### config.mk
export PLATFORM = sky130hd
export DESIGN_NAME = uart_stream_flat
export DESIGN_NICKNAME = d
export VERILOG_FILES = /design/src/rtl/uart_stream_if.sv /design/src/rtl/uart_stream.sv /design/src/flat_wrapper.sv
export SDC_FILE = /design/constraint.sdc
export NUM_CORES = 1
export LEC_CHECK = 0
export CORE_ASPECT_RATIO = 0.6
export CORE_MARGIN = 8
export CORE_UTILIZATION = 53
export CTS_CLUSTER_SIZE = 20
export DETAILED_ROUTE_END_ITERATION = 16
export PLACE_DENSITY = 0.73
export SYNTH_ARGS = -nofsm -noshare
export SYNTH_HDL_FRONTEND = slang
export SYNTH_SLANG_ARGS = --single-unit
export TNS_END_PERCENT = 1
### constraint.sdc
create_clock -name clk -period 3.4 [get_ports clk]
set_clock_uncertainty 0.1 [all_clocks]
set_input_delay 0.34 -clock clk [delete_from_list [all_inputs] [get_ports clk]]
set_output_delay 0.34 -clock clk [all_outputs]
set_load 0.005 [all_outputs]
### src/rtl/uart_stream_if.sv
// rtl/uart_stream_if.sv - stream-side handshake bundle for uart_stream
interface uart_stream_if #(
    parameter int DATA_BITS     = 8,
    parameter int TX_FIFO_DEPTH = 16
);
    localparam int CW = $clog2(TX_FIFO_DEPTH) + 1;

    logic [DATA_BITS-1:0] tx_data;
    logic                 tx_valid;
    logic                 tx_ready;
    logic [CW-1:0]        tx_count;
    logic                 tx_busy;
    logic [DATA_BITS-1:0] rx_data;
    logic                 rx_valid;
    logic                 rx_parity_err;
    logic                 rx_frame_err;

    // The UART core sits on the slave side: it accepts TX words, reports RX words
    modport slave (
        input  tx_data, tx_valid,
        output tx_ready, tx_count, tx_busy,
        output rx_data, rx_valid, rx_parity_err, rx_frame_err
    );

    modport master (
        output tx_data, tx_valid,
        input  tx_ready, tx_count, tx_busy,
        input  rx_data, rx_valid, rx_parity_err, rx_frame_err
    );
endinterface

### src/rtl/uart_stream.sv
// rtl/uart_stream.sv - UART with TX FIFO and independent TX/RX state machines
module uart_stream #(
    parameter int DELAY_FRAMES  = 234,
    parameter int DATA_BITS     = 8,
    parameter int PARITY        = 0,
    parameter int STOP_BITS     = 1,
    parameter int TX_FIFO_DEPTH = 16
) (
    input  logic         clk,
    input  logic         rst,
    input  logic         uart_rx,
    output logic         uart_tx,
    uart_stream_if.slave bus
);
    localparam int AW = $clog2(TX_FIFO_DEPTH);
    localparam int CW = AW + 1;
    localparam int TW = $clog2(STOP_BITS * DELAY_FRAMES + 1);

    localparam logic [TW-1:0] BIT_LAST   = TW'(DELAY_FRAMES - 1);
    localparam logic [TW-1:0] HALF_LAST  = TW'(DELAY_FRAMES / 2 - 1);
    localparam logic [TW-1:0] STOP_LAST  = TW'(STOP_BITS * DELAY_FRAMES - 1);
    localparam logic [3:0]    DATA_LAST  = 4'(DATA_BITS - 1);
    localparam logic [CW-1:0] FIFO_FULL  = CW'(TX_FIFO_DEPTH);
    localparam logic          HAS_PARITY = (PARITY != 0);
    localparam logic          ODD_PARITY = (PARITY == 1);

    typedef enum logic [2:0] {TX_IDLE, TX_START, TX_DATA, TX_PARITY, TX_STOP} tx_state_t;
    typedef enum logic [2:0] {RX_IDLE, RX_START, RX_DATA, RX_PARITY, RX_STOP} rx_state_t;

    // ---------------- TX FIFO ----------------
    logic [DATA_BITS-1:0] r_mem [TX_FIFO_DEPTH];
    logic [AW-1:0]        r_wptr;
    logic [AW-1:0]        r_rptr;
    logic [CW-1:0]        r_count;

    logic                 w_tx_ready;
    logic                 w_push;
    logic                 w_pop;
    logic [DATA_BITS-1:0] w_head;
    logic                 w_head_parity;

    // ---------------- TX FSM ----------------
    tx_state_t            r_tx_state;
    logic [TW-1:0]        r_tx_cnt;
    logic [3:0]           r_tx_bit;
    logic [DATA_BITS-1:0] r_tx_shift;
    logic                 r_tx_par;
    logic                 r_uart_tx;
    logic                 r_tx_busy;

    // ---------------- RX ----------------
    logic                 r_sync1;
    logic                 r_sync2;
    logic                 w_rx;
    rx_state_t            r_rx_state;
    logic [TW-1:0]        r_rx_cnt;
    logic [3:0]           r_rx_bit;
    logic [DATA_BITS-1:0] r_rx_shift;
    logic                 r_rx_par;
    logic                 r_rx_hold;
    logic                 r_rx_valid;
    logic [DATA_BITS-1:0] r_rx_data;
    logic                 r_rx_perr;
    logic                 r_rx_ferr;

    assign w_tx_ready    = !rst && (r_count < FIFO_FULL);
    assign w_push        = bus.tx_valid && w_tx_ready;
    // A word leaves the FIFO either from idle or exactly at the end of STOP,
    // so back-to-back frames follow each other with no idle gap.
    assign w_pop         = (r_count != '0) &&
                           ((r_tx_state == TX_IDLE) ||
                            ((r_tx_state == TX_STOP) && (r_tx_cnt == STOP_LAST)));
    assign w_head        = r_mem[r_rptr];
    assign w_head_parity = (^w_head) ^ ODD_PARITY;
    assign w_rx          = r_sync2;

    // FIFO storage: written on every accepted push, no reset needed
    always_ff @(posedge clk) begin
        if (w_push) begin
            r_mem[r_wptr] <= bus.tx_data;
        end
    end

    // FIFO pointers and occupancy; push+pop together leaves the count unchanged
    always_ff @(posedge clk) begin
        if (rst) begin
            r_wptr  <= '0;
            r_rptr  <= '0;
            r_count <= '0;
        end else begin
            if (w_push) r_wptr <= r_wptr + AW'(1);
            if (w_pop)  r_rptr <= r_rptr + AW'(1);
            case ({w_push, w_pop})
                2'b10:   r_count <= r_count + CW'(1);
                2'b01:   r_count <= r_count - CW'(1);
                default: r_count <= r_count;
            endcase
        end
    end

    // TX FSM: line level is registered from the state, so it trails the state by one cycle
    always_ff @(posedge clk) begin
        if (rst) begin
            r_tx_state <= TX_IDLE;
            r_tx_cnt   <= '0;
            r_tx_bit   <= '0;
            r_tx_shift <= '0;
            r_tx_par   <= 1'b0;
            r_uart_tx  <= 1'b1;
            r_tx_busy  <= 1'b0;
        end else begin
            case (r_tx_state)
                TX_IDLE: begin
                    r_uart_tx <= 1'b1;
                    r_tx_busy <= 1'b0;
                    r_tx_cnt  <= '0;
                    if (w_pop) begin
                        r_tx_shift <= w_head;
                        r_tx_par   <= w_head_parity;
                        r_tx_state <= TX_START;
                    end
                end
                TX_START: begin
                    r_uart_tx <= 1'b0;
                    r_tx_busy <= 1'b1;
                    if (r_tx_cnt == BIT_LAST) begin
                        r_tx_cnt   <= '0;
                        r_tx_bit   <= '0;
                        r_tx_state <= TX_DATA;
                    end else begin
                        r_tx_cnt <= r_tx_cnt + TW'(1);
                    end
                end
                TX_DATA: begin
                    r_uart_tx <= r_tx_shift[0];
                    r_tx_busy <= 1'b1;
                    if (r_tx_cnt == BIT_LAST) begin
                        r_tx_cnt   <= '0;
                        r_tx_shift <= r_tx_shift >> 1;
                        if (r_tx_bit == DATA_LAST) begin
                            r_tx_state <= HAS_PARITY ? TX_PARITY : TX_STOP;
                        end else begin
                            r_tx_bit <= r_tx_bit + 4'd1;
                        end
                    end else begin
                        r_tx_cnt <= r_tx_cnt + TW'(1);
                    end
                end
                TX_PARITY: begin
                    r_uart_tx <= r_tx_par;
                    r_tx_busy <= 1'b1;
                    if (r_tx_cnt == BIT_LAST) begin
                        r_tx_cnt   <= '0;
                        r_tx_state <= TX_STOP;
                    end else begin
                        r_tx_cnt <= r_tx_cnt + TW'(1);
                    end
                end
                TX_STOP: begin
                    r_uart_tx <= 1'b1;
                    r_tx_busy <= 1'b1;
                    if (r_tx_cnt == STOP_LAST) begin
                        r_tx_cnt <= '0;
                        if (w_pop) begin
                            r_tx_shift <= w_head;
                            r_tx_par   <= w_head_parity;
                            r_tx_state <= TX_START;
                        end else begin
                            r_tx_state <= TX_IDLE;
                        end
                    end else begin
                        r_tx_cnt <= r_tx_cnt + TW'(1);
                    end
                end
                default: r_tx_state <= TX_IDLE;
            endcase
        end
    end

    // Two-flop synchronizer for the asynchronous serial input, idling high
    always_ff @(posedge clk) begin
        if (rst) begin
            r_sync1 <= 1'b1;
            r_sync2 <= 1'b1;
        end else begin
            r_sync1 <= uart_rx;
            r_sync2 <= r_sync1;
        end
    end

    // RX FSM: sample at bit midpoints, report word and flags at the first stop bit
    always_ff @(posedge clk) begin
        if (rst) begin
            r_rx_state <= RX_IDLE;
            r_rx_cnt   <= '0;
            r_rx_bit   <= '0;
            r_rx_shift <= '0;
            r_rx_par   <= 1'b0;
            r_rx_hold  <= 1'b0;
            r_rx_valid <= 1'b0;
            r_rx_data  <= '0;
            r_rx_perr  <= 1'b0;
            r_rx_ferr  <= 1'b0;
        end else begin
            r_rx_valid <= 1'b0;
            case (r_rx_state)
                RX_IDLE: begin
                    r_rx_cnt  <= '0;
                    r_rx_hold <= 1'b0;
                    if (!w_rx) r_rx_state <= RX_START;
                end
                RX_START: begin
                    if (r_rx_cnt == HALF_LAST) begin
                        r_rx_cnt <= '0;
                        r_rx_bit <= '0;
                        // A start bit that has gone high by its midpoint was a glitch
                        r_rx_state <= w_rx ? RX_IDLE : RX_DATA;
                    end else begin
                        r_rx_cnt <= r_rx_cnt + TW'(1);
                    end
                end
                RX_DATA: begin
                    if (r_rx_cnt == BIT_LAST) begin
                        r_rx_cnt   <= '0;
                        r_rx_shift <= {w_rx, r_rx_shift[DATA_BITS-1:1]};
                        if (r_rx_bit == DATA_LAST) begin
                            r_rx_state <= HAS_PARITY ? RX_PARITY : RX_STOP;
                        end else begin
                            r_rx_bit <= r_rx_bit + 4'd1;
                        end
                    end else begin
                        r_rx_cnt <= r_rx_cnt + TW'(1);
                    end
                end
                RX_PARITY: begin
                    if (r_rx_cnt == BIT_LAST) begin
                        r_rx_cnt   <= '0;
                        r_rx_par   <= w_rx;
                        r_rx_state <= RX_STOP;
                    end else begin
                        r_rx_cnt <= r_rx_cnt + TW'(1);
                    end
                end
                RX_STOP: begin
                    if (r_rx_hold) begin
                        // Break / framing error: wait for the line to recover
                        if (w_rx) begin
                            r_rx_hold  <= 1'b0;
                            r_rx_state <= RX_IDLE;
                        end
                    end else if (r_rx_cnt == BIT_LAST) begin
                        r_rx_cnt   <= '0;
                        r_rx_valid <= 1'b1;
                        r_rx_data  <= r_rx_shift;
                        r_rx_perr  <= HAS_PARITY && (((^r_rx_shift) ^ ODD_PARITY) != r_rx_par);
                        r_rx_ferr  <= !w_rx;
                        if (w_rx) r_rx_state <= RX_IDLE;
                        else      r_rx_hold  <= 1'b1;
                    end else begin
                        r_rx_cnt <= r_rx_cnt + TW'(1);
                    end
                end
                default: r_rx_state <= RX_IDLE;
            endcase
        end
    end

    assign uart_tx           = r_uart_tx;
    assign bus.tx_ready      = w_tx_ready;
    assign bus.tx_count      = r_count;
    assign bus.tx_busy       = r_tx_busy;
    assign bus.rx_data       = r_rx_data;
    assign bus.rx_valid      = r_rx_valid;
    assign bus.rx_parity_err = r_rx_perr;
    assign bus.rx_frame_err  = r_rx_ferr;
endmodule

### src/flat_wrapper.sv
// flat-port wrapper written by rule: the top's interface ports become plain ports
module uart_stream_flat 
#(
    parameter int DELAY_FRAMES  = 234,
    parameter int DATA_BITS     = 8,
    parameter int PARITY        = 0,
    parameter int STOP_BITS     = 1,
    parameter int TX_FIFO_DEPTH = 16
)
  (clk, rst, uart_rx, uart_tx, bus_tx_data, bus_tx_valid, bus_tx_ready, bus_tx_count, bus_tx_busy, bus_rx_data, bus_rx_valid, bus_rx_parity_err, bus_rx_frame_err);
  uart_stream_if #(.DATA_BITS(DATA_BITS), .TX_FIFO_DEPTH(TX_FIFO_DEPTH)) bus_i ();
  input  logic clk;
  input  logic rst;
  input  logic uart_rx;
  output logic uart_tx;
  input wire logic [$bits(bus_i.tx_data)-1:0] bus_tx_data;
  input wire logic [$bits(bus_i.tx_valid)-1:0] bus_tx_valid;
  output wire logic [$bits(bus_i.tx_ready)-1:0] bus_tx_ready;
  output wire logic [$bits(bus_i.tx_count)-1:0] bus_tx_count;
  output wire logic [$bits(bus_i.tx_busy)-1:0] bus_tx_busy;
  output wire logic [$bits(bus_i.rx_data)-1:0] bus_rx_data;
  output wire logic [$bits(bus_i.rx_valid)-1:0] bus_rx_valid;
  output wire logic [$bits(bus_i.rx_parity_err)-1:0] bus_rx_parity_err;
  output wire logic [$bits(bus_i.rx_frame_err)-1:0] bus_rx_frame_err;
  assign bus_i.tx_data = bus_tx_data;
  assign bus_i.tx_valid = bus_tx_valid;
  assign bus_tx_ready = bus_i.tx_ready;
  assign bus_tx_count = bus_i.tx_count;
  assign bus_tx_busy = bus_i.tx_busy;
  assign bus_rx_data = bus_i.rx_data;
  assign bus_rx_valid = bus_i.rx_valid;
  assign bus_rx_parity_err = bus_i.rx_parity_err;
  assign bus_rx_frame_err = bus_i.rx_frame_err;
  uart_stream #(.DELAY_FRAMES(DELAY_FRAMES), .DATA_BITS(DATA_BITS), .PARITY(PARITY), .STOP_BITS(STOP_BITS), .TX_FIFO_DEPTH(TX_FIFO_DEPTH)) u_core (.clk(clk), .rst(rst), .uart_rx(uart_rx), .uart_tx(uart_tx), .bus(bus_i));
endmodule
==> results of run 1 <==
## final timing paths
kind                            cells past startpoint                            start  slack (ps)                             endpoint
worst max register to register                     13  u_core.r_tx_cnt[0]$_SDFFE_PP0P_         180  u_core.bus.tx_count[4]$_SDFFE_PP0P_
worst min-delay path                                1        u_core.r_sync1$_SDFF_PP1_         310            u_core.r_sync2$_SDFF_PP1_
worst max-delay path                               13  u_core.r_tx_cnt[0]$_SDFFE_PP0P_         180  u_core.bus.tx_count[4]$_SDFFE_PP0P_
worst min register to register                      1        u_core.r_sync1$_SDFF_PP1_         310            u_core.r_sync2$_SDFF_PP1_
## cells in the final DEF (no fill, tap or decap), types with 4 or more instances in the layout
cell,count
sky130_fd_sc_hd__inv_1,12
sky130_fd_sc_hd__nand2b_1,5
sky130_fd_sc_hd__edfxtp_1,128
sky130_fd_sc_hd__nor3b_1,5
sky130_fd_sc_hd__a31oi_1,6
sky130_fd_sc_hd__nand4_1,10
sky130_fd_sc_hd__nor2b_1,6
sky130_fd_sc_hd__nor3_1,12
sky130_fd_sc_hd__nor2_1,88
sky130_fd_sc_hd__o21ai_0,16
sky130_fd_sc_hd__mux2_2,7
sky130_fd_sc_hd__ha_1,16
sky130_fd_sc_hd__mux2i_1,25
sky130_fd_sc_hd__a21oi_1,29
sky130_fd_sc_hd__mux4_2,32
sky130_fd_sc_hd__nand3_1,8
sky130_fd_sc_hd__nand2_1,26
sky130_fd_sc_hd__and3_1,4
sky130_fd_sc_hd__a22oi_1,18
sky130_fd_sc_hd__a211oi_1,4
sky130_fd_sc_hd__dfxtp_1,78
sky130_fd_sc_hd__xor2_1,14
sky130_fd_sc_hd__buf_4,15
sky130_fd_sc_hd__clkbuf_16,21
sky130_fd_sc_hd__xnor2_1,12
sky130_fd_sc_hd__or3_1,7
sky130_fd_sc_hd__clkdlybuf4s50_1,28
sky130_fd_sc_hd__clkbuf_8,4
## per-layer routing
metal | GRT usage [%] | vias to the layer above | wire length, um
met5 | 0 | - | 0
li1 | - | 2426 | -
met4 | 3.893 | 0 | 255
met2 | 26.52 | 149 | 7753
met1 | 23.81 | 2591 | 8098
met3 | 3.580 | 27 | 1202
## layout make-up
class	instances	share of cell area [%]
Sequential cell	207	55.39
Clock inverter	10	1.252
Inverter	12	0.4598
Multi-Input combinational cell	383	29.96
Clock buffer	26	6.003
Tap cell	209	2.669
Timing Repair Buffer	45	4.266
## logic make-up after synthesis
| group | after synthesis | synth area share [%] |
|---|---|---|
| other cells | 1 | 0.04377 |
| simple gates | 192 | 10.85 |
| compound gates | 84 | 6.031 |
| buf+inv | 48 | 2.511 |
| flops | 207 | 63.32 |
| xor+xnor | 26 | 2.658 |
| mux | 64 | 12.25 |
| fa+ha+maj | 16 | 2.336 |
## sequential cells by signal, summed over array words and instances, names as in the netlist, 3 cells and up, named ones only
name / flops
u_core.bus.tx_count: 5
u_core.r_wptr: 4
u_core.r_tx_bit: 4
u_core.r_rx_bit: 4
u_core.r_tx_shift: 8
u_core.r_rx_cnt: 8
u_core.bus.rx_data: 8
u_core.r_mem: 128
u_core.r_rx_shift: 8
u_core.r_tx_cnt: 8
u_core.r_tx_state: 3
u_core.r_rx_state: 3
u_core.r_rptr: 4
## metrics by stage
stage               area (um2)  hold WS, ps  worst slack, ps  power (uW)
floorplan                 8576        289.5            61.75        4192
global placement          9086        293.2            402.4        4525
detailed placement        9086        295.4            254.1        4599
CTS                       9797        307.8            204.9        6962
global route              9797        322.7            6.116        7252
finish                    9797        310.7            175.8        6928
## worst max-delay path, stage by stage (launching register included)
cell	delay, ps
sky130_fd_sc_hd__dfxtp_1	400
sky130_fd_sc_hd__ha_1	170
sky130_fd_sc_hd__nand4_1	90
sky130_fd_sc_hd__or4b_1	560
sky130_fd_sc_hd__a21boi_4	200
sky130_fd_sc_hd__ha_1	210
sky130_fd_sc_hd__xor2_1	170
sky130_fd_sc_hd__ha_1	210
sky130_fd_sc_hd__o21ai_0	100
sky130_fd_sc_hd__a21oi_1	220
sky130_fd_sc_hd__a21oi_1	110
sky130_fd_sc_hd__xor2_1	150
sky130_fd_sc_hd__or3_1	300
sky130_fd_sc_hd__a21oi_1	160
## where the power goes
part | switching [uW] | internal, uW | leakage [uW]
clock | 912 | 1440 | 0.000350
combinational | 850 | 793 | 0.00120
sequential | 125 | 2800 | 0.00179
==> flow_summary_export.csv, run 1 <==
group,metric,value,unit
run_status,outcome,"finished, final reports clean",
logic_synthesis,dominantRegCellSynth,"sky130_fd_sc_hd__edfxtp_1",
floorplanning,floorplan.die.height,114.5,um
detailed_routing,average_detailed_routed_wire_length_per_instance,19.41,um
floorplanning,die-width,180.1,um
finish,final-seq-area,5426,um2
logic_synthesis,synthesized_netlist_net_count,666,
critical_path,critical_path.endpoint_type,"flop",
placed_design,place.gp.congestion,0.7898,
power_and_ir_drop,power_density,707.2,nW/um2
run,max-cap-violations,0,
critical_path,crit_required,3710,ps
logic_synthesis,post_synth_cell_types,50,
sta,slew_headroom,38.83,%
min_path,hold_path.class,"reg2reg",
finish,share_of_cells_above_drive_strength_1,14.49,%
detailed_routing,first_pass_iters,7,
finish,final_nets,697,
finish,final_core_density,61.10,%
clock_tree,clkSinkCount,207,
finish,final.fill_count,1184,
sta,post-route-min-period,3224,ps
clock_tree,post_cts_resized,0,
logic_synthesis,postSynth.asyncResetShare,0,%
global_route,grt_pass1_vias,5183,
critical_path,setup_crit_start_kind,"flop",
floorplanning,core_area,16040,um2
detailed_routing,drt.antenna.violating_nets,0,
detailed_routing,detail_route.wirelength,17310,um
logic_synthesis,synth_area_per_cell,13.43,um2
clock_tree,number_of_buffers_between_clock_root_and_the_deepest_sink,3,
global_route,grt_antenna_before_repair,0,
critical_path,cp.arrival,3540,ps
placed_design,numPlacedInstances,856,
sta,fin_tns_setup,0,ps
power_and_ir_drop,largest_vdd_supply_drop,0.3788,mV
logic_synthesis,yosysTopAreaCell,"sky130_fd_sc_hd__edfxtp_1",
detailed_routing,vias,5193,
global_route,largest_net_degree_at_the_start_of_global_routing,70,
logic_synthesis,synth.yosys.warnings,0,
clock_tree,cts_htree_levels,1,
floorplanning,floorplan.rows,36,
logic_synthesis,synthesis.area,8568,um2
clock_tree,cts_tree,"yes",
sta,final-setup-viol-count,0,
sta,hold_viol_final,0,
detailed_routing,via_per_inst,5.822,
logic_synthesis,synthMostInstantiatedCell,"sky130_fd_sc_hd__edfxtp_1",
clock_tree,post-cts-setup-buffer-count,0,
sta,timing.final.max_slew_violations,0,
floorplanning,die_area,20620,um2
sta,worst_margin_slew,915.7,ps
sta,layout_worst_path_cycle_share,94.83,%
critical_path,worst-setup-path-type,"reg2reg",
finish,area_growth_syn_to_layout,14.34,%
logic_synthesis,synth.yosys.seq_area_share,63.32,%
critical_path,worst-path-max-fanout,5,
clock_tree,cts_buffers,20,
logic_synthesis,ys_top_cells_by_area,"sky130_fd_sc_hd__edfxtp_1 (45%), sky130_fd_sc_hd__dfxtp_1 (18%), sky130_fd_sc_hd__mux4_2 (8.4%)",
power_and_ir_drop,p_leak,0.003344,uW
clock_tree,postCtsHoldBufs,0,
placed_design,post-dp-hpwl,11070,um
placed_design,place.port_buffers,29,
logic_synthesis,synthCells,638,
sta,max_freq,0.3102,GHz
finish,finish.cell_count_without_fillers,892,
floorplanning,floorplan.initialDensity,53.43,%
sta,grt_setup_unrepaired,"false",
global_route,grt_pass1_wl,27770,um
clock_tree,clk_transition_reported_paths,60,ps
logic_synthesis,top_cell_types_by_occurrence_after_synthesis,"sky130_fd_sc_hd__edfxtp_1 (128), sky130_fd_sc_hd__nor2_1 (88), sky130_fd_sc_hd__dfxtp_1 (79)",
global_route,gr-total-overflow,0,
detailed_routing,post-route-drc-count,0,
finish,antenna-diode-count,0,
logic_synthesis,ys_seq_elements,207,
logic_synthesis,synth_enable_flop_cells,128,
global_route,grt.total_usage,16.87,%
finish,multiInputGateArea,2935,um2
floorplanning,ioPinCount,31,
clock_tree,clock_latency_reported_for_the_late_side_of_the_worst_skew_pair,490,ps
detailed_routing,drtIter0Drc,545,
clock_tree,clock-root-buffer,"sky130_fd_sc_hd__clkbuf_16",
logic_synthesis,post-synth-top-area-fraction,44.86,%
No activity file was read; power rests on OpenSTA's default activity.
==> inputs of run 2 (changes only) <==
SETUP_SLACK_MARGIN = 0.4   (was unset)
SKIP_LAST_GASP = 1   (was unset)
SLEW_MARGIN = 20   (was unset)
==> run 2 against run 1 <==
Clock power down 16%. Sequential cell count unchanged. Final cell count up 1.3%. Sequential power about the same. Total power down 4.2%. Non-clock buffer count up 12. Critical endpoint unchanged. Via count down 0.12%. Combinational power up 4%. Die area unchanged. Global-route usage down 0.80 points. Sequential share of layout area about the same. Wire length down 4.8%.
==> flow_summary_export.csv, run 2 (synthesized netlist as in run 1, its figures left out) <==
group,metric,value,unit
critical_path,critical_path.endpoint_type,"flop",
critical_path,worst-setup-path-type,"reg2reg",
sta,fin_tns_setup,0,ps
detailed_routing,drtIter0Drc,514,
sta,final-setup-viol-count,0,
clock_tree,cts_tree,"yes",
critical_path,worstPathCellList,"inv_1, ha_2, nand4_1, or4b_4, a21boi_4, ha_4, xor2_2, ha_2, o21ai_2, a21oi_2, a21oi_2, xor2_1, or3_1, a21oi_1",
floorplanning,core_area,16040,um2
power_and_ir_drop,power_density,676.1,nW/um2
detailed_routing,average_detailed_routed_wire_length_per_instance,18.23,um
clock_tree,cts_htree_levels,1,
sta,worst_margin_slew,964.9,ps
run,max-cap-violations,0,
placed_design,post-dp-hpwl,10800,um
detailed_routing,via_per_inst,5.738,
finish,largest_register_ff_count,128,
floorplanning,ioPinCount,31,
power_and_ir_drop,power_frac_seq,44.4,%
critical_path,reg2reg_from,"u_core.r_tx_cnt[1]$_SDFFE_PP0P_",
finish,finish.cell_count_without_fillers,904,
critical_path,setup_crit_start_kind,"flop",
critical_path,critical_path_buf_inv_count,1,
critical_path,cpLargestDelayFamily,"simple AND/OR/NAND/NOR gates",
placed_design,place.gp.congestion,0.7887,
power_and_ir_drop,power_frac_comb,25.8,%
sta,grt_setup_unrepaired,"true",
placed_design,placed_area,9149,um2
finish,share_of_cells_above_drive_strength_1,16.26,%
power_and_ir_drop,p_leak,0.003339,uW
sta,layout_worst_path_cycle_share,85.72,%
clock_tree,clock-root-buffer,"sky130_fd_sc_hd__clkbuf_16",
floorplanning,die_area,20620,um2
critical_path,reg2reg_slack,490,ps
sta,post-route-min-period,2914,ps
floorplanning,floorplan.rows,36,
floorplanning,floorplan.initialDensity,53.43,%
min_path,hold_start,"u_core.r_sync1$_SDFF_PP1_",
power_and_ir_drop,power_switching,1842,uW
power_and_ir_drop,largest_vdd_supply_drop,0.4310,mV
clock_tree,cts_buffers,20,
sta,max_freq,0.3431,GHz
clock_tree,clkSinkCount,207,
clock_tree,clk_transition_reported_paths,60,ps
placed_design,numPlacedInstances,863,
global_route,grt_pass1_wl,26930,um
global_route,grt_antenna_before_repair,0,
critical_path,max_incr_delay_on_cp,530,ps
sta,hold_viol_final,0,
detailed_routing,detail_route.wirelength,16480,um
floorplanning,floorplan.die.height,114.5,um
global_route,largest_net_degree_at_the_start_of_global_routing,70,
finish,final_nets,709,
clock_tree,clock_latency_reported_for_the_late_side_of_the_worst_skew_pair,480,ps
sta,slew_headroom,35.44,%
min_path,timing.hold.worst_endpoint,"u_core.r_sync2$_SDFF_PP1_",
finish,final_cell_mix,"sky130_fd_sc_hd__edfxtp_1 (128), sky130_fd_sc_hd__nor2_1 (87), sky130_fd_sc_hd__dfxtp_1 (75)",
min_path,worst_hold_path_cells,1,
global_route,gr-total-overflow,0,
clock_tree,postCtsHoldBufs,0,
critical_path,cp.arrival,3220,ps
global_route,grt.total_usage,16.07,%
global_route,grt_pass1_vias,5063,
finish,layout.cells.most_common,"sky130_fd_sc_hd__edfxtp_1",
critical_path,reg2reg_depth,14,
detailed_routing,post-route-drc-count,0,
detailed_routing,drt.antenna.violating_nets,0,
critical_path,worst-path-max-fanout,3,
floorplanning,die-width,180.1,um
finish,multiInputGateArea,2985,um2
min_path,hold_path.class,"reg2reg",
power_and_ir_drop,power.share.clock,29.8,%
sta,timing.final.max_slew_violations,0,
clock_tree,number_of_buffers_between_clock_root_and_the_deepest_sink,3,
finish,final-seq-area,5433,um2
finish,area_growth_syn_to_layout,14.56,%
critical_path,r2r_end,"u_core.bus.tx_count[4]$_SDFFE_PP0P_",
finish,post_route_standard_cell_area_excluding_fillers,9816,um2
critical_path,crit_required,3700,ps
finish,biggest_register,"u_core.r_mem",
power_and_ir_drop,power.share.switching,27.75,%
finish,antenna-diode-count,0,
detailed_routing,first_pass_iters,5,
critical_path,crit_slowest_cell,"sky130_fd_sc_hd__or4b_4",
run_status,outcome,"finished, final reports clean",
placed_design,place.port_buffers,29,
detailed_routing,vias,5187,
power_and_ir_drop,cellInternalPower,4795,uW
finish,final.fill_count,1197,
[run 2: worst register-to-register path, stage by stage, from the launching register on]
cell,delay [ps]
sky130_fd_sc_hd__dfxtp_2,320
sky130_fd_sc_hd__inv_1,50
sky130_fd_sc_hd__ha_2,150
sky130_fd_sc_hd__nand4_1,90
sky130_fd_sc_hd__or4b_4,530
sky130_fd_sc_hd__a21boi_4,200
sky130_fd_sc_hd__ha_4,170
sky130_fd_sc_hd__xor2_2,140
sky130_fd_sc_hd__ha_2,240
sky130_fd_sc_hd__o21ai_2,70
sky130_fd_sc_hd__a21oi_2,140
sky130_fd_sc_hd__a21oi_2,70
sky130_fd_sc_hd__xor2_1,150
sky130_fd_sc_hd__or3_1,310
sky130_fd_sc_hd__a21oi_1,110
[run 2: timing repair]
action	4_1_cts	5_1_grt
resized for setup	2	11
endpoints found under the setup margin	1	1
pin swaps	2	6
setup buffers	2	3
endpoints found under the hold margin	0	0
[run 2: metrics by stage]
stage	worst slack (ps)	hold slack (ps)	total power, uW	utilization, %
finish	485.7	320.7	6637	61.21
global route	367.8	320.3	6986	61.21
CTS	401.1	310.7	6614	60.85
detailed placement	280.0	309.7	4588	57.05
global placement	375.8	293.4	4524	57.05
floorplan	241.9	289.5	4217	-
[run 2: metal layers]
layer	vias up	global-route usage, %	wire length (um)
li1	2461	-	-
met1	2561	23.36	7872
met2	146	25.00	7323
met3	19	2.788	1050
met4	0	3.509	233
met5	-	0	0
[run 2: power by group through the flow]
stage | Sequential, uW | Clock, uW | Combinational (uW)
3_5_place_dp | 2980 | 0 | 1610
4_1_cts | 2930 | 2030 | 1650
5_1_grt | 2960 | 2140 | 1880
2_1_floorplan | 2930 | 0 | 1290
3_3_place_gp | 2970 | 0 | 1560
6_report | 2940 | 1980 | 1710
[run 2: area by class of cell]
cell class | count | share of cell area (%)
Sequential cell | 207 | 55.35
Multi-Input combinational cell | 383 | 30.41
Clock buffer | 30 | 5.698
Timing Repair Buffer | 57 | 5.175
Tap cell | 209 | 2.664
Inverter | 12 | 0.4589
Clock inverter | 6 | 0.2422
[run 2: worst max-delay path by stage]
stage          slack [ps]                                   to                       startpoint  cells after the start
2_1_floorplan         240  u_core.bus.tx_count[4]$_SDFFE_PP0P_  u_core.r_tx_cnt[1]$_SDFFE_PP0P_                     16
4_1_cts               400  u_core.bus.tx_count[4]$_SDFFE_PP0P_  u_core.r_tx_cnt[1]$_SDFFE_PP0P_                     14
5_1_grt               370  u_core.bus.tx_count[4]$_SDFFE_PP0P_  u_core.r_tx_cnt[1]$_SDFFE_PP0P_                     14
3_5_place_dp          280  u_core.bus.tx_count[4]$_SDFFE_PP0P_  u_core.r_tx_cnt[1]$_SDFFE_PP0P_                     14
3_3_place_gp          380  u_core.bus.tx_count[4]$_SDFFE_PP0P_  u_core.r_tx_cnt[1]$_SDFFE_PP0P_                     14
6_report              490  u_core.bus.tx_count[4]$_SDFFE_PP0P_  u_core.r_tx_cnt[1]$_SDFFE_PP0P_                     14
==> inputs of run 3 (changes only) <==
CORE_ASPECT_RATIO = 1.25   (was 0.6)
==> run 3 against run 2 <==
Worst hold slack got worse by 9.6 ps. Fmax increased by 0.36%. Critical endpoint unchanged. Register-to-register slack hardly changed.
==> flow_summary_export.csv, run 3 (synthesized netlist as in run 1, its figures left out) <==
group,metric,value,unit
detailed_routing,routed.top_layer,"met4",
sta,final-setup-viol-count,0,
floorplanning,ioPinCount,31,
finish,final_cell_mix,"sky130_fd_sc_hd__edfxtp_1 (128), sky130_fd_sc_hd__nor2_1 (87), sky130_fd_sc_hd__dfxtp_1 (74)",
critical_path,worst-setup-path-type,"reg2reg",
finish,biggest_register,"u_core.r_mem",
finish,final_core_density,61.59,%
critical_path,setup_crit_start_kind,"flop",
placed_design,place.port_buffers,29,
critical_path,cp.arrival,3210,ps
sta,hold_viol_final,0,
sta,layout_worst_path_cycle_share,85.40,%
clock_tree,postCtsHoldBufs,0,
detailed_routing,m1WireLength,6906,um
critical_path,critical_path.endpoint_type,"flop",
global_route,largest_net_degree_at_the_start_of_global_routing,70,
sta,fin_tns_setup,0,ps
finish,largest_register_ff_count,128,
power_and_ir_drop,p_leak,0.003340,uW
detailed_routing,routed-wl-met2,8405,um
sta,slew_headroom,44.71,%
clock_tree,clock-root-buffer,"sky130_fd_sc_hd__clkbuf_16",
run_status,outcome,"finished, final reports clean",
global_route,grt.total_usage,16.66,%
critical_path,crit_required,3710,ps
global_route,grt_pass1_wl,27040,um
sta,timing.final.max_slew_violations,0,
floorplanning,core_area,16010,um2
finish,final_nets,698,
clock_tree,cts_htree_levels,1,
clock_tree,clkSinkCount,207,
global_route,grt_antenna_before_repair,0,
placed_design,post-dp-hpwl,10650,um
detailed_routing,drt.antenna.violating_nets,0,
clock_tree,number_of_buffers_between_clock_root_and_the_deepest_sink,3,
global_route,grt_pass1_vias,5406,
sta,max_freq,0.3444,GHz
critical_path,worst-path-max-fanout,3,
clock_tree,clk_transition_reported_paths,60,ps
floorplanning,die-width,129.7,um
global_route,gr-total-overflow,0,
floorplanning,floorplan.initialDensity,53.53,%
power_and_ir_drop,largest_vdd_supply_drop,0.4464,mV
power_and_ir_drop,power_density,711.2,nW/um2
floorplanning,floorplan.rows,52,
detailed_routing,via_per_inst,5.760,
detailed_routing,met3RoutedLength,711,um
detailed_routing,average_detailed_routed_wire_length_per_instance,18.35,um
finish,area_growth_syn_to_layout,15.06,%
clock_tree,cts_buffers,21,
detailed_routing,post-route-drc-count,0,
finish,layout.cells.most_common,"sky130_fd_sc_hd__edfxtp_1",
detailed_routing,vias,5184,
finish,share_of_cells_above_drive_strength_1,15.64,%
detailed_routing,first_pass_iters,4,
sta,post-route-min-period,2904,ps
floorplanning,die_area,20520,um2
detailed_routing,detail_route.wirelength,16510,um
placed_design,place.gp.congestion,0.7847,
sta,worst_margin_slew,822.3,ps
min_path,hold_path.class,"reg2reg",
finish,antenna-diode-count,0,
floorplanning,floorplan.die.height,158.2,um
sta,worst_hold_margin,311.1,ps
detailed_routing,drtIter0Drc,399,
sta,grt_setup_unrepaired,"true",
run,max-cap-violations,0,
clock_tree,cts_tree,"yes",
clock_tree,clock_latency_reported_for_the_late_side_of_the_worst_skew_pair,480,ps
## run 3: changes by cell type in the layout (fill, tap and decap cells not counted), sizes merged
cell	before	now
bufinv	0	3
buf	29	17
clkinvlp	1	0
inv	12	13
clkbuf	30	27
clkinv	5	6
## run 3: path summary, 6_finish.rpt
| path | cells past startpoint | start | end | slack (ps) |
|---|---|---|---|---|
| max | 14 | u_core.r_tx_cnt[1]$_SDFFE_PP0P_ | u_core.bus.tx_count[4]$_SDFFE_PP0P_ | 500 |
| max reg2reg | 14 | u_core.r_tx_cnt[1]$_SDFFE_PP0P_ | u_core.bus.tx_count[4]$_SDFFE_PP0P_ | 500 |
| min reg2reg | 1 | u_core.r_sync1$_SDFF_PP1_ | u_core.r_sync2$_SDFF_PP1_ | 310 |
| min | 1 | u_core.r_sync1$_SDFF_PP1_ | u_core.r_sync2$_SDFF_PP1_ | 310 |
## run 3: stage by stage
step	setup WS, ps	instances	total power [uW]	instance area [um2]
6_report	496.3	900	7011	9858
3_5_place_dp	232.8	858	4604	9067
5_1_grt	383.6	900	7363	9858
3_3_place_gp	389.5	858	4538	9067
4_1_cts	378.2	900	6995	9821
2_1_floorplan	241.9	638	4217	8602
## run 3: report_power, final
group	switching, uW	internal [uW]	total, uW
Combinational	874	871	1750
Sequential	129	2810	2940
Clock	896	1430	2330
## run 3: layout make-up
type / count / area [um2]
clock buffer: 27 / 579.3
clock inverter: 10 / 125.1
fill: 1237 / 6147
inverter: 12 / 45.04
multi-input combinational: 383 / 2987
sequential: 207 / 5434
tap: 216 / 270.3
timing repair buffer: 45 / 417.9
## run 3: what timing repair did
item	4_1_cts	5_1_grt
pin swaps	6	4
gates resized for setup	3	11
setup endpoints to repair	1	1
buffers inserted	5	0
## run 3: worst max-delay path, stage by stage (launching register included)
cell                       delay, ps
sky130_fd_sc_hd__dfxtp_2         330
sky130_fd_sc_hd__inv_1            50
sky130_fd_sc_hd__ha_1            140
sky130_fd_sc_hd__nand4_1         100
sky130_fd_sc_hd__or4b_4          540
sky130_fd_sc_hd__a21boi_4        180
sky130_fd_sc_hd__ha_4            170
sky130_fd_sc_hd__xor2_2          140
sky130_fd_sc_hd__ha_2            230
sky130_fd_sc_hd__o21ai_2          70
sky130_fd_sc_hd__a21oi_2         120
sky130_fd_sc_hd__a21oi_1          80
sky130_fd_sc_hd__xor2_1          150
sky130_fd_sc_hd__or3_1           310
sky130_fd_sc_hd__a21oi_1         130
## run 3: per-layer routing
layer	vias up	global-route usage (%)
li1	2439	-
met4	0	6.596
met5	-	0
met3	38	2.797
met2	136	29.61
met1	2571	19.59
